`config.mk`:
```
export PLATFORM = sky130hd
export DESIGN_NAME = tru_readout_sequencer_flat
export DESIGN_NICKNAME = d
export VERILOG_FILES = /design/src/rtl/tru_pkg.sv /design/src/rtl/tru_readout_sequencer_if.sv /design/src/rtl/tru_skid_fifo.sv /design/src/rtl/tru_readout_sequencer.sv /design/src/flat_wrapper.sv
export SDC_FILE = /design/constraint.sdc
export NUM_CORES = 1
export LEC_CHECK = 0
export BUFFER_PORTS_ARGS = -buffer_cell sky130_fd_sc_hd__buf_2
export CAP_MARGIN = 20
export CORE_UTILIZATION = 35
export CTS_CLUSTER_DIAMETER = 30
export CTS_CLUSTER_SIZE = 24
export DETAILED_ROUTE_END_ITERATION = 8
export SYNTH_ARGS = -nofsm -noshare
export SYNTH_HDL_FRONTEND = slang
export SYNTH_HIERARCHICAL = 1
export SYNTH_SLANG_ARGS = --single-unit
```
`constraint.sdc`:
```
create_clock -name clk -period 4 [get_ports clk]
set_input_delay 0.2 -clock clk [delete_from_list [all_inputs] [get_ports clk]]
set_output_delay 0.2 -clock clk [all_outputs]
set_load 0.05 [all_outputs]
```
`src/rtl/tru_pkg.sv`:
```
// Shared TRU readout types and default geometry.
package tru_pkg;
  localparam int TRU_ADDR_W      = 8;
  localparam int TRU_DATA_W      = 16;
  localparam int TRU_PRE_SAMPLES = 16;
  localparam int TRU_NSAMPLES    = 128;

  typedef enum logic [1:0] {
    ST_IDLE   = 2'd0,
    ST_STREAM = 2'd1,
    ST_DONE   = 2'd2
  } tru_state_e;
endpackage

```
`src/rtl/tru_readout_sequencer_if.sv`:
```
// Ring-buffer read port plus downstream sample stream of the TRU readout sequencer.
interface tru_readout_sequencer_if
  import tru_pkg::*;
#(
  parameter int ADDR_W = TRU_ADDR_W,
  parameter int DATA_W = TRU_DATA_W
);
  logic [ADDR_W-1:0] rd_addr;
  logic              rd_en;
  logic [DATA_W-1:0] rd_data;
  logic [DATA_W-1:0] out_data;
  logic              out_valid;
  logic              out_ready;
  logic              out_last;

  modport master (
    output rd_addr, rd_en, out_data, out_valid, out_last,
    input  rd_data, out_ready
  );

  modport slave (
    input  rd_addr, rd_en, out_data, out_valid, out_last,
    output rd_data, out_ready
  );
endinterface

```
`src/rtl/tru_skid_fifo.sv`:
```
// Two-entry skid FIFO: registered head drives the output, second slot absorbs one extra word.
module tru_skid_fifo #(
  parameter int W = 17
) (
  input  logic         clk,
  input  logic         reset,
  input  logic         in_valid_i,
  output logic         in_ready_o,
  input  logic [W-1:0] in_data_i,
  output logic         out_valid_o,
  input  logic         out_ready_i,
  output logic [W-1:0] out_data_o,
  output logic [1:0]   count_o
);
  logic [W-1:0] head_q;
  logic [W-1:0] skid_q;
  logic         head_vld_q;
  logic         skid_vld_q;
  logic         pop;
  logic         push;

  assign pop        = head_vld_q & out_ready_i;
  assign in_ready_o = ~skid_vld_q | pop;
  assign push       = in_valid_i & in_ready_o;

  assign out_valid_o = head_vld_q;
  assign out_data_o  = head_q;
  assign count_o     = {1'b0, head_vld_q} + {1'b0, skid_vld_q};

  always_ff @(posedge clk) begin
    if (reset) begin
      head_q     <= '0;
      head_vld_q <= 1'b0;
      skid_vld_q <= 1'b0;
    end else begin
      if (!head_vld_q || pop) begin
        // Head is free this edge: refill from the skid slot first to keep order.
        if (skid_vld_q) begin
          head_q     <= skid_q;
          head_vld_q <= 1'b1;
          skid_vld_q <= push;
          if (push) skid_q <= in_data_i;
        end else begin
          head_vld_q <= push;
          if (push) head_q <= in_data_i;
        end
      end else if (push) begin
        skid_q     <= in_data_i;
        skid_vld_q <= 1'b1;
      end
    end
  end
endmodule

```
`src/rtl/tru_readout_sequencer.sv`:
```
// TRU ring-buffer readout sequencer: streams NSAMPLES words starting PRE_SAMPLES before L0.
// Define TRU_READOUT_HEADER_EN to prepend a {base, address_L0} header word to each readout.
module tru_readout_sequencer
  import tru_pkg::*;
#(
  parameter int ADDR_W      = TRU_ADDR_W,
  parameter int DATA_W      = TRU_DATA_W,
  parameter int PRE_SAMPLES = TRU_PRE_SAMPLES,
  parameter int NSAMPLES    = TRU_NSAMPLES
) (
  input  logic                    clk,
  input  logic                    reset,
  input  logic                    start,
  input  logic [ADDR_W-1:0]       address_L0,
  output logic                    busy,
  output logic                    readout_end,
  tru_readout_sequencer_if.master bus
);
  localparam int CNT_W = ADDR_W + 1;
  localparam logic [CNT_W-1:0] NS_C  = CNT_W'(NSAMPLES);
  localparam logic [CNT_W-1:0] NS_M1 = CNT_W'(NSAMPLES - 1);
`ifdef TRU_READOUT_HEADER_EN
  localparam bit HDR_EN = 1'b1;
`else
  localparam bit HDR_EN = 1'b0;
`endif

  tru_state_e        state_q;
  logic [ADDR_W-1:0] base_q;
  logic [CNT_W-1:0]  rcnt_q;
  logic [CNT_W-1:0]  ocnt_q;
  logic              busy_q;
  logic              readout_end_q;
  logic              hdr_q;
  logic              rd_vld_p1_q;
  logic              rd_last_p1_q;

  logic [ADDR_W-1:0] start_base;
  logic [DATA_W-1:0] hdr_word;
  logic              start_ok;
  logic              hdr_push;
  logic              rd_fire;
  logic              credit_ok;
  logic              fifo_in_vld;
  logic              fifo_in_rdy;
  logic              fifo_out_vld;
  logic              fifo_pop;
  logic              sample_pop;
  logic [DATA_W:0]   fifo_in_data;
  logic [DATA_W:0]   fifo_out_data;
  logic [1:0]        fifo_cnt;

  assign start_ok   = (state_q == ST_IDLE) && start;
  assign start_base = address_L0 - ADDR_W'(PRE_SAMPLES);
  assign hdr_word   = DATA_W'({start_base, address_L0});
  assign hdr_push   = HDR_EN && start_ok;

  assign fifo_pop   = fifo_out_vld & bus.out_ready;
  assign sample_pop = fifo_pop & ~hdr_q;

  // Read issue is combinational so a pop in this cycle frees credit immediately;
  // that is what lets the 2-entry FIFO sustain one word per cycle.
  assign credit_ok = ({1'b0, fifo_cnt} + {2'b0, rd_vld_p1_q}) < (3'd2 + {2'b0, fifo_pop});
  assign rd_fire   = (state_q == ST_STREAM) && (rcnt_q < NS_C) && credit_ok && fifo_in_rdy;

  assign bus.rd_en   = rd_fire;
  assign bus.rd_addr = base_q + rcnt_q[ADDR_W-1:0];

  assign fifo_in_vld  = hdr_push | rd_vld_p1_q;
  assign fifo_in_data = hdr_push ? {1'b0, hdr_word} : {rd_last_p1_q, bus.rd_data};

  assign bus.out_valid = fifo_out_vld;
  assign bus.out_data  = fifo_out_data[DATA_W-1:0];
  assign bus.out_last  = fifo_out_data[DATA_W];

  assign busy        = busy_q;
  assign readout_end = readout_end_q;

  always_ff @(posedge clk) begin
    if (reset) begin
      state_q       <= ST_IDLE;
      base_q        <= '0;
      rcnt_q        <= '0;
      ocnt_q        <= '0;
      busy_q        <= 1'b0;
      readout_end_q <= 1'b0;
      hdr_q         <= 1'b0;
      rd_vld_p1_q   <= 1'b0;
      rd_last_p1_q  <= 1'b0;
    end else begin
      // p1: RAM data for the read issued last cycle is on rd_data now.
      rd_vld_p1_q   <= rd_fire;
      rd_last_p1_q  <= rd_fire && (rcnt_q == NS_M1);
      readout_end_q <= 1'b0;
      case (state_q)
        ST_IDLE: begin
          if (start) begin
            state_q <= ST_STREAM;
            base_q  <= start_base;
            rcnt_q  <= '0;
            ocnt_q  <= '0;
            busy_q  <= 1'b1;
            hdr_q   <= HDR_EN;
          end
        end
        ST_STREAM: begin
          if (rd_fire) rcnt_q <= rcnt_q + CNT_W'(1);
          if (fifo_pop && hdr_q) hdr_q <= 1'b0;
          if (sample_pop) begin
            ocnt_q <= ocnt_q + CNT_W'(1);
            if (ocnt_q == NS_M1) begin
              state_q       <= ST_DONE;
              busy_q        <= 1'b0;
              readout_end_q <= 1'b1;
            end
          end
        end
        ST_DONE: state_q <= ST_IDLE;
        default: state_q <= ST_IDLE;
      endcase
    end
  end

  tru_skid_fifo #(
    .W(DATA_W + 1)
  ) u_fifo (
    .clk        (clk),
    .reset      (reset),
    .in_valid_i (fifo_in_vld),
    .in_ready_o (fifo_in_rdy),
    .in_data_i  (fifo_in_data),
    .out_valid_o(fifo_out_vld),
    .out_ready_i(bus.out_ready),
    .out_data_o (fifo_out_data),
    .count_o    (fifo_cnt)
  );
endmodule

```
`src/flat_wrapper.sv`:
```
// flat-port wrapper written by rule: the top's interface ports become plain ports
module tru_readout_sequencer_flat import tru_pkg::*;
#(
  parameter int ADDR_W      = TRU_ADDR_W,
  parameter int DATA_W      = TRU_DATA_W,
  parameter int PRE_SAMPLES = TRU_PRE_SAMPLES,
  parameter int NSAMPLES    = TRU_NSAMPLES
)
  (clk, reset, start, address_L0, busy, readout_end, bus_rd_addr, bus_rd_en, bus_out_data, bus_out_valid, bus_out_last, bus_rd_data, bus_out_ready);
  tru_readout_sequencer_if #(.ADDR_W(ADDR_W), .DATA_W(DATA_W)) bus_i ();
  input  logic clk;
  input  logic reset;
  input  logic start;
  input  logic [ADDR_W-1:0] address_L0;
  output logic busy;
  output logic readout_end;
  output wire logic [$bits(bus_i.rd_addr)-1:0] bus_rd_addr;
  output wire logic [$bits(bus_i.rd_en)-1:0] bus_rd_en;
  output wire logic [$bits(bus_i.out_data)-1:0] bus_out_data;
  output wire logic [$bits(bus_i.out_valid)-1:0] bus_out_valid;
  output wire logic [$bits(bus_i.out_last)-1:0] bus_out_last;
  input wire logic [$bits(bus_i.rd_data)-1:0] bus_rd_data;
  input wire logic [$bits(bus_i.out_ready)-1:0] bus_out_ready;
  assign bus_rd_addr = bus_i.rd_addr;
  assign bus_rd_en = bus_i.rd_en;
  assign bus_out_data = bus_i.out_data;
  assign bus_out_valid = bus_i.out_valid;
  assign bus_out_last = bus_i.out_last;
  assign bus_i.rd_data = bus_rd_data;
  assign bus_i.out_ready = bus_out_ready;
  tru_readout_sequencer #(.ADDR_W(ADDR_W), .DATA_W(DATA_W), .PRE_SAMPLES(PRE_SAMPLES), .NSAMPLES(NSAMPLES)) u_core (.clk(clk), .reset(reset), .start(start), .address_L0(address_L0), .busy(busy), .readout_end(readout_end), .bus(bus_i));
endmodule
```
=== Yosys cells after proc, flatten, opt, wreduce, memory -nomap -nowiden ===
Cells that the tools add are included.
Widths: inputs -> output; s select.

* Input bits: 28
* Output and inout port bits: 29
* Register bits after elaboration: 69

* Order comparisons: 2
* Muxes and demuxes: 26
* Reduce and logical (&&, ||, !) cells: 20
* $add $sub $neg: 7
* Equality and inequality tests: 9
* Bitwise gates (word level): 9

{| class="wikitable"
|+ Operators with widths
! operator !! number
|-
| $mux 17 || 5
|-
| $pmux 9 s2 || 2
|-
| $mux 9 || 3
|-
| $add 9x1->9 const B || 2
|-
| $eq 9x7->1 const B || 2
|-
| $reduce_and 3->1 || 4
|-
| $mux 1 || 10
|-
| $lt 9x8->1 const B || 1
|-
| $add 8x8->8 || 1
|-
| $ne 2x2->1 const B || 4
|-
| $sub 8x5->8 const B || 1
|-
| $mux 2 || 3
|-
| $reduce_and 2->1 || 3
|-
| $reduce_bool 2->1 || 3
|-
| $logic_and 1x1->1 || 5
|-
| $not 1->1 || 5
|-
| $ne 2x1->1 const B || 2
|-
| $pmux 1 s2 || 2
|-
| $pmux 2 s2 || 1
|-
| $reduce_and 4->1 || 1
|-
| $add 2x1->3 || 1
|-
| $add 2x1->3 const A || 1
|-
| $and 1x1->1 || 3
|-
| $lt 3x3->1 || 1
|-
| 7 further kinds || 7
|}

=== Depth between registers and ports, before layout ===
Gate-level depths: netlist (run 1).

* Depth after elaboration: 7
* Depth in mapped cells: 8
* Gate-level depth less buffers: 8

=== Hierarchy ===
Netlist (run 1), hierarchy kept.

{| class="wikitable"
|+ Modules (own cells, without submodules)
! module !! cells an instance !! times used !! area each (sq um) !! seq. area each (sq um)
|-
| tru_readout_sequencer || 200 || 1 || 1750.4 || 640.6
|-
| tru_skid_fifo || 109 || 1 || 1529.0 || 890.9
|}

=== Worst setup path before layout (run 1) ===
OpenSTA, ideal clock, no wires.

* Path kind: reg-to-output
* Start point: reg u_core.rcnt_q[2]
* End point: out bus_rd_addr[6]
* Required time: 3800 ps
* Arrival: 3013 ps
* Stages on the path, launching flop included: 6
* Slack: 787 ps
* Path through: dfxtp_1 -> ha_1 -> nor2b_1 -> o21a_1 -> o21a_1 -> o311ai_0

* Longest elaborated chain between the ends: 1

{| class="wikitable"
|+ RTL lines
! element !! RTL line !! source
|-
| from (decl) || tru_readout_sequencer.sv:30 || <nowiki>logic [CNT_W-1:0] rcnt_q;</nowiki>
|-
| from (signal assigned) || tru_readout_sequencer.sv:107 || <nowiki>if (rd_fire) rcnt_q <= rcnt_q + CNT_W'(1);</nowiki>
|-
| $add 8x8->8 || tru_readout_sequencer.sv:67 || <nowiki>assign bus.rd_addr = base_q + rcnt_q[ADDR_W-1:0];</nowiki>
|-
| to (decl) || flat_wrapper.sv:17 || <nowiki>output wire logic [$bits(bus_i.rd_addr)-1:0] bus_rd_addr;</nowiki>
|}

No other way between the ends.

=== Worst setup path after layout (run 1) ===
* Start point: reg u_core.u_fifo.head_vld_q (netlist: u_core/u_fifo/out_valid_o)
* End point: out bus_rd_en

* Longest elaborated chain between the ends: 5
* Elaborated cells on any way between the ends: 8

{| class="wikitable"
|+ RTL lines
! element !! RTL line !! source
|-
| from (decl) || tru_skid_fifo.sv:17 || <nowiki>logic head_vld_q;</nowiki>
|-
| from (signal assigned) || tru_skid_fifo.sv:44 || <nowiki>head_vld_q <= push;</nowiki>
|-
| $add 1x1->2 || tru_skid_fifo.sv:28 || <nowiki>assign count_o = {1'b0, head_vld_q} + {1'b0, skid_vld_q};</nowiki>
|-
| net u_core.fifo_cnt[0] || tru_readout_sequencer.sv:51 || <nowiki>logic [1:0] fifo_cnt;</nowiki>
|-
| $add 2x1->3 || tru_readout_sequencer.sv:63 || <nowiki>assign credit_ok = ({1'b0, fifo_cnt} + {2'b0, rd_vld_p1_q}) < (3'd2 + {2'b0, fifo_pop});</nowiki>
|-
| $lt 3x3->1 || tru_readout_sequencer.sv:63 ||
|-
| $logic_and 1x1->1 (2 in a row) || tru_readout_sequencer.sv:64 || <nowiki>assign rd_fire = (state_q == ST_STREAM) && (rcnt_q < NS_C) && credit_ok && fifo_in_rdy;</nowiki>
|-
| to (decl) || flat_wrapper.sv:18 || <nowiki>output wire logic [$bits(bus_i.rd_en)-1:0] bus_rd_en;</nowiki>
|}

The timed path passes the listed nets, and every way through them passes these cells.

==> impl_metrics.toml, run 1 <==
[worst_setup_path]
worstSetupPathType = "register to primary output"
startpoint_type = "register"
rr_endpoint = "u_core/rcnt_q[5]"
endpoint_kind = "primary output"
reg2reg_slack_ps = 1650
r2r-start = "u_core/u_fifo/out_valid_o"
crit_arrival_ps = 2570
ff2ff_path_depth = 7
cp.required_ps = 3800
path_max_fanout = 11

[final_layout]
layout-drive-gt1-share_pct = 27.17
utilization_pct = 43.10
antenna_cells = 0
fin_nets = 405
instances_no_fill = 476
syn_to_final_growth_pct = 16.86
final_area_sq_um = 3832

[floorplan]
dieHeight_um = 98.80
core_sq_um = 8891
std_cell_rows = 34
top_level_ports = 57
dieArea_sq_um = 9760
die_w_um = 98.80
start_util_pct = 36.88

[synth]
yosysUniqueCellTypes = 54
synthCells = 309
synthArstFlopShare_pct = 0
ys_warn_count = 6
synthesis.area_sq_um = 3279
synth.ff_latch_count = 68
syn_area_per_cell_sq_um = 10.61
seq_area_frac_synth_pct = 46.70
synth_edf_count = 17
syn_nets = 351
synth_flop_cell = "dfxtp_1"

[clocking]
htreeDepth = 3
numCtsBuffers = 9
cts.sinks = 68
cts_tree = "done"
clkSlewWorstSetupHoldPaths_ps = 80
cts_hold_buffers = 0
cts_max_path_buffers = 2
post_cts.repair.setup_buffers = 0
root_buffer = "clkbuf_8"
clkLatencyLatePin_ps = 350
cts-resized-gates = 0

[placement]
pre_cts_ws_ps = 1599
port_buffers = 56
numPlacedInstances = 460
placed_area_sq_um = 3610
gp_congestion = 0.7816
hpwl_mm = 4.602

[global_routing]
grt_pass1_vias = 2343
grt_max_degree = 40
grt_use_total_pct = 14.63
overflow = 0
grt_pass1_wl_mm = 11.18
antenna_found_initial = 0

[route]
drt_iter0_drc = 62
wl_mm = 6.788
vias_per_cell = 5.208
drc = 0
drt.antenna.violating_nets = 0
wl_per_cell_um = 14.26
vias = 2479
first_pass_iters = 4

[timing]
fmax_mhz = 361.0
hold_viol = 0
finalHoldWorstSlack_ps = 34.11
finalCritPeriodShare_pct = 69.25
drv_slew = 0
fin_ws_ps = 1230
fin_tns_setup_ps = 0
skew_ps = 9.157
relSlewSlack_pct = 25.31
rsz0062_at_grt = "false"
worst_slew_pin_slew_ps = 1120
period_needed_ps = 2770
setup_viol = 0

[hold_path]
min-delay-start = "bus_rd_data[10]"
min_to = "u_core/u_fifo/skid_q[10]"
hold_path.class = "input pin to register"
holdPathStages = 1

[power]
cellPowerDensity_nw_per_um2 = 417.9
power.leakage_nw = 1.493
total_power_mw = 1.602
vdd_ir_drop_max_uv = 236.0

[flow_run]
drv_cap = 0

[run_status]
status = "finished clean"
[area by class of cell]
type	instances	area, sq um
Timing Repair Buffer	58	295.3
Clock inverter	7	98.84
Fill cell	860	5059
Clock buffer	9	123.9
Sequential cell	68	1531
Inverter	13	48.80
Multi-Input combinational cell	213	1599
Tap cell	108	135.1
[layer usage]
metal	up-vias	track usage (%)	share of wire, %
met5	-	0	0
met4	0	4.478	1.1
met3	7	5.106	4.9
met2	56	23.99	45
met1	1177	18.07	49
li1	1239	-	-
[layout by cell type (no fill, tap or decap), types with 4 or more instances in the layout]
master and instances:
mux2i_1 20, a21oi_1 20, a211oi_1 12, o21ai_0 5, dfxtp_1 51, a211oi_2 10
nand2_1 23, a21oi_2 11, clkbuf_8 9, nor3_1 5, nand2b_1 5, nor2_1 20
inv_1 12, ha_1 13, o2111ai_1 4, nand3_1 6, xnor2_1 10, buf_2 56
edfxtp_1 17
[cells in the mapped netlist, drive strengths merged, types with 2 or more instances]
cell type  instances  area (sq um)
dfxtp             51          1021
a21oi             31         196.4
nand2             23         86.33
a211oi            22         215.2
mux2i             20         200.2
nor2              20         75.07
edfxtp            17         510.5
ha                13         162.7
inv               13         48.79
xnor2             10         87.58
buf                8         73.81
clkbuf             7         26.28
nand3              7         40.04
nand2b             5         31.28
nor3               5         25.02
o21ai              5         25.02
o2111ai            4         35.03
or3                4         30.03
a2111o             3         33.78
and3               3         18.77
nor2b              3         18.77
o211ai             3         22.52
xor2               3         26.28
and2               2         12.51
and4b              2         20.02
o21a               2         15.01
o31ai              2         15.01
o41ai              2         17.52
or2                2         12.51
[worst max-delay path, cell delays in order (launching register included)]
cell and delay, ps:
dfxtp_1 520, ha_1 290, ha_1 260, nand3b_1 150
a2111o_1 540, inv_2 170, buf_2 290
[power breakdown]
group          internal, mW  leakage (nW)  switching (mW)
logic                0.0673         0.815           0.163
clock network         0.354         0.110           0.276
registers             0.726         0.569          0.0160
[cells by family (layout without fill, tap and decap cells)]
logic type | Yosys count | count (layout) | synth area share, %
and+or+nand+nor | 85 | 85 | 13.58
AOI/OAI and AO/OA | 80 | 80 | 19.73
DFF | 68 | 68 | 46.70
buffers and inverters | 28 | 87 | 4.540
muxes | 20 | 20 | 6.104
adders and majority gates | 15 | 15 | 5.876
xor gates and xnor gates | 13 | 13 | 3.472
[how the worst max path moves through the flow]
stage                     slack [ps]  cells past startpoint              to                      start
after floorplan                  790                      5  bus_rd_addr[6]           u_core/rcnt_q[2]
after global placement          1660                      6       bus_rd_en  u_core/u_fifo/out_valid_o
after detailed placement        1600                      6       bus_rd_en  u_core/u_fifo/out_valid_o
after CTS                       1210                      6       bus_rd_en  u_core/u_fifo/out_valid_o
after global routing            1070                      6       bus_rd_en  u_core/u_fifo/out_valid_o
final                           1230                      6       bus_rd_en  u_core/u_fifo/out_valid_o
[flip-flops by register name (all words and copies together) (netlist names)]
register and flops:
u_core/base_q 8, u_core/rd_last_p1_q 1, u_core/u_fifo/skid_q 17, u_core/busy 1
u_core/rcnt_q 9, u_core/ocnt_q 9, u_core/u_fifo/out_data_o 17, u_core/u_fifo/skid_vld_q 1
u_core/state_q 2, u_core/readout_end 1, u_core/fifo_in_vld 1, u_core/u_fifo/out_valid_o 1
No activity file was read; power rests on OpenSTA's default activity.
==> inputs of run 2 (changes only) <==
Clock period 4 ns to 2.7 ns, I/O delays scaled along.
==> impl_metrics.toml, run 2 (synthesized netlist as in run 1, its figures left out) <==
[run_status]
status = "finished clean"

[power]
cellPowerDensity_nw_per_um2 = 610.3
vdd_ir_drop_max_uv = 323.2
total_power_mw = 2.484
power.leakage_nw = 1.603

[floorplan]
dieHeight_um = 98.80
top_level_ports = 57
dieArea_sq_um = 9760
start_util_pct = 36.88
core_sq_um = 8891
die_w_um = 98.80
std_cell_rows = 34

[timing]
skew_ps = 8.055
rsz0062_at_grt = "false"
hold_viol = 0
relSlewSlack_pct = 57.16
finalHoldWorstSlack_ps = 27.32
setup_viol = 0
fmax_mhz = 392.4
worst_slew_pin_slew_ps = 642.5
finalCritPeriodShare_pct = 94.40
period_needed_ps = 2549
drv_slew = 0
fin_tns_setup_ps = 0

[clocking]
clkLatencyLatePin_ps = 340
root_buffer = "clkbuf_8"
cts_max_path_buffers = 2
numCtsBuffers = 9
htreeDepth = 3
post_cts.repair.setup_buffers = 0
cts.sinks = 68
cts_tree = "done"
clkSlewWorstSetupHoldPaths_ps = 70

[final_layout]
fillCellCount = 865
most-common-layout-cells = "buf_2 (55), dfxtp_1 (50), nand2_1 (23)"
syn_to_final_growth_pct = 24.11
antenna_cells = 0
utilization_pct = 45.78
layout-drive-gt1-share_pct = 27.18
final_common_cell = "buf_2"
fin_nets = 427
instances_no_fill = 498

[placement]
numPlacedInstances = 465
hpwl_mm = 4.727
gp_congestion = 0.7132
port_buffers = 56

[worst_setup_path]
crit_arrival_ps = 2410
crit_path_start = "u_core/u_fifo/out_valid_o"
worstSetupPathType = "register to primary output"
cp.buffers_inverters = 2
cp_common_cell = "ha_1"
critical_path.top_delay_family = "compound AO/OA/AOI/OAI gates"
r2r-start = "u_core/u_fifo/out_valid_o"
endpoint_kind = "primary output"
path_max_fanout = 11
cp_slowest_stage_delay_ps = 550
path_cells = "ha_1, ha_1, nand3b_1, a2111o_1, inv_2, clkbuf_4"
cp_slowest_cell = "a2111o_1"
cp.required_ps = 2570
reg2reg_slack_ps = 450
startpoint_type = "register"

[hold_path]
min-delay-start = "address_L0[0]"
hold_path.class = "input pin to register"

[route]
vias_per_cell = 5.096
drt.antenna.violating_nets = 0
drt_iter0_drc = 69
wl_mm = 6.927
vias = 2538
drc = 0
first_pass_iters = 4
wl_per_cell_um = 13.91

[global_routing]
use_met3_pct = 4.823
antenna_found_initial = 0
grt_pass1_vias = 2536
grt-busiest-layer = "met2"
met1_usage_pct = 17.45
grt_use_total_pct = 15.14
grt_max_degree = 27
use_met2_pct = 26.90
overflow = 0
grt_pass1_wl_mm = 11.63

[flow_run]
drv_cap = 0
run 2: through the flow:
stage,cell area [sq um],worst slack [ps]
floorplan,3281,148.8
global placement,3649,530.0
detailed placement,3649,473.8
CTS,4068,98.41
global route,4070,21.18
finish,4070,151.3
run 2: final timing paths:
kind         cells past startpoint                  endpoint
min                              3          u_core/base_q[0]
max reg2reg                      7          u_core/rcnt_q[5]
max                              6                 bus_rd_en
min reg2reg                      0  u_core/u_fifo/skid_q[16]
run 2: routing by layer:
metal / routed length, um / part of all wire [%]
met3: 314 / 4.5
met2: 3417 / 49
met4: 68 / 0.98
met1: 3127 / 45
met5: 0 / 0
run 2: layout make-up:
class                           count  area (sq um)  share of cell area, %
Multi-Input combinational cell    213          1599                  39.29
Timing Repair Buffer               80         505.5                  12.42
Clock buffer                       10         137.6                  3.381
Tap cell                          108         135.1                  3.320
Inverter                           13         48.80                  1.199
Clock inverter                      6         111.4                  2.736
Sequential cell                    68          1533                  37.66
run 2: what timing repair did:
action / CTS / global route
setup endpoints to repair: 0 / 1
resized for setup: 0 / 1
hold buffers: 17 / 0
hold endpoints to repair: 17 / 0
run 2: power by group:
part	switching, mW	internal [mW]
sequential	0.0237	1.08
combinational	0.243	0.120
clock	0.383	0.638
run 2: tightest hold or removal path, delay by kind of cell:
family          cells  cell delay [ps]
compound gates      1               50
simple gates        1               40
buf+inv             1              100
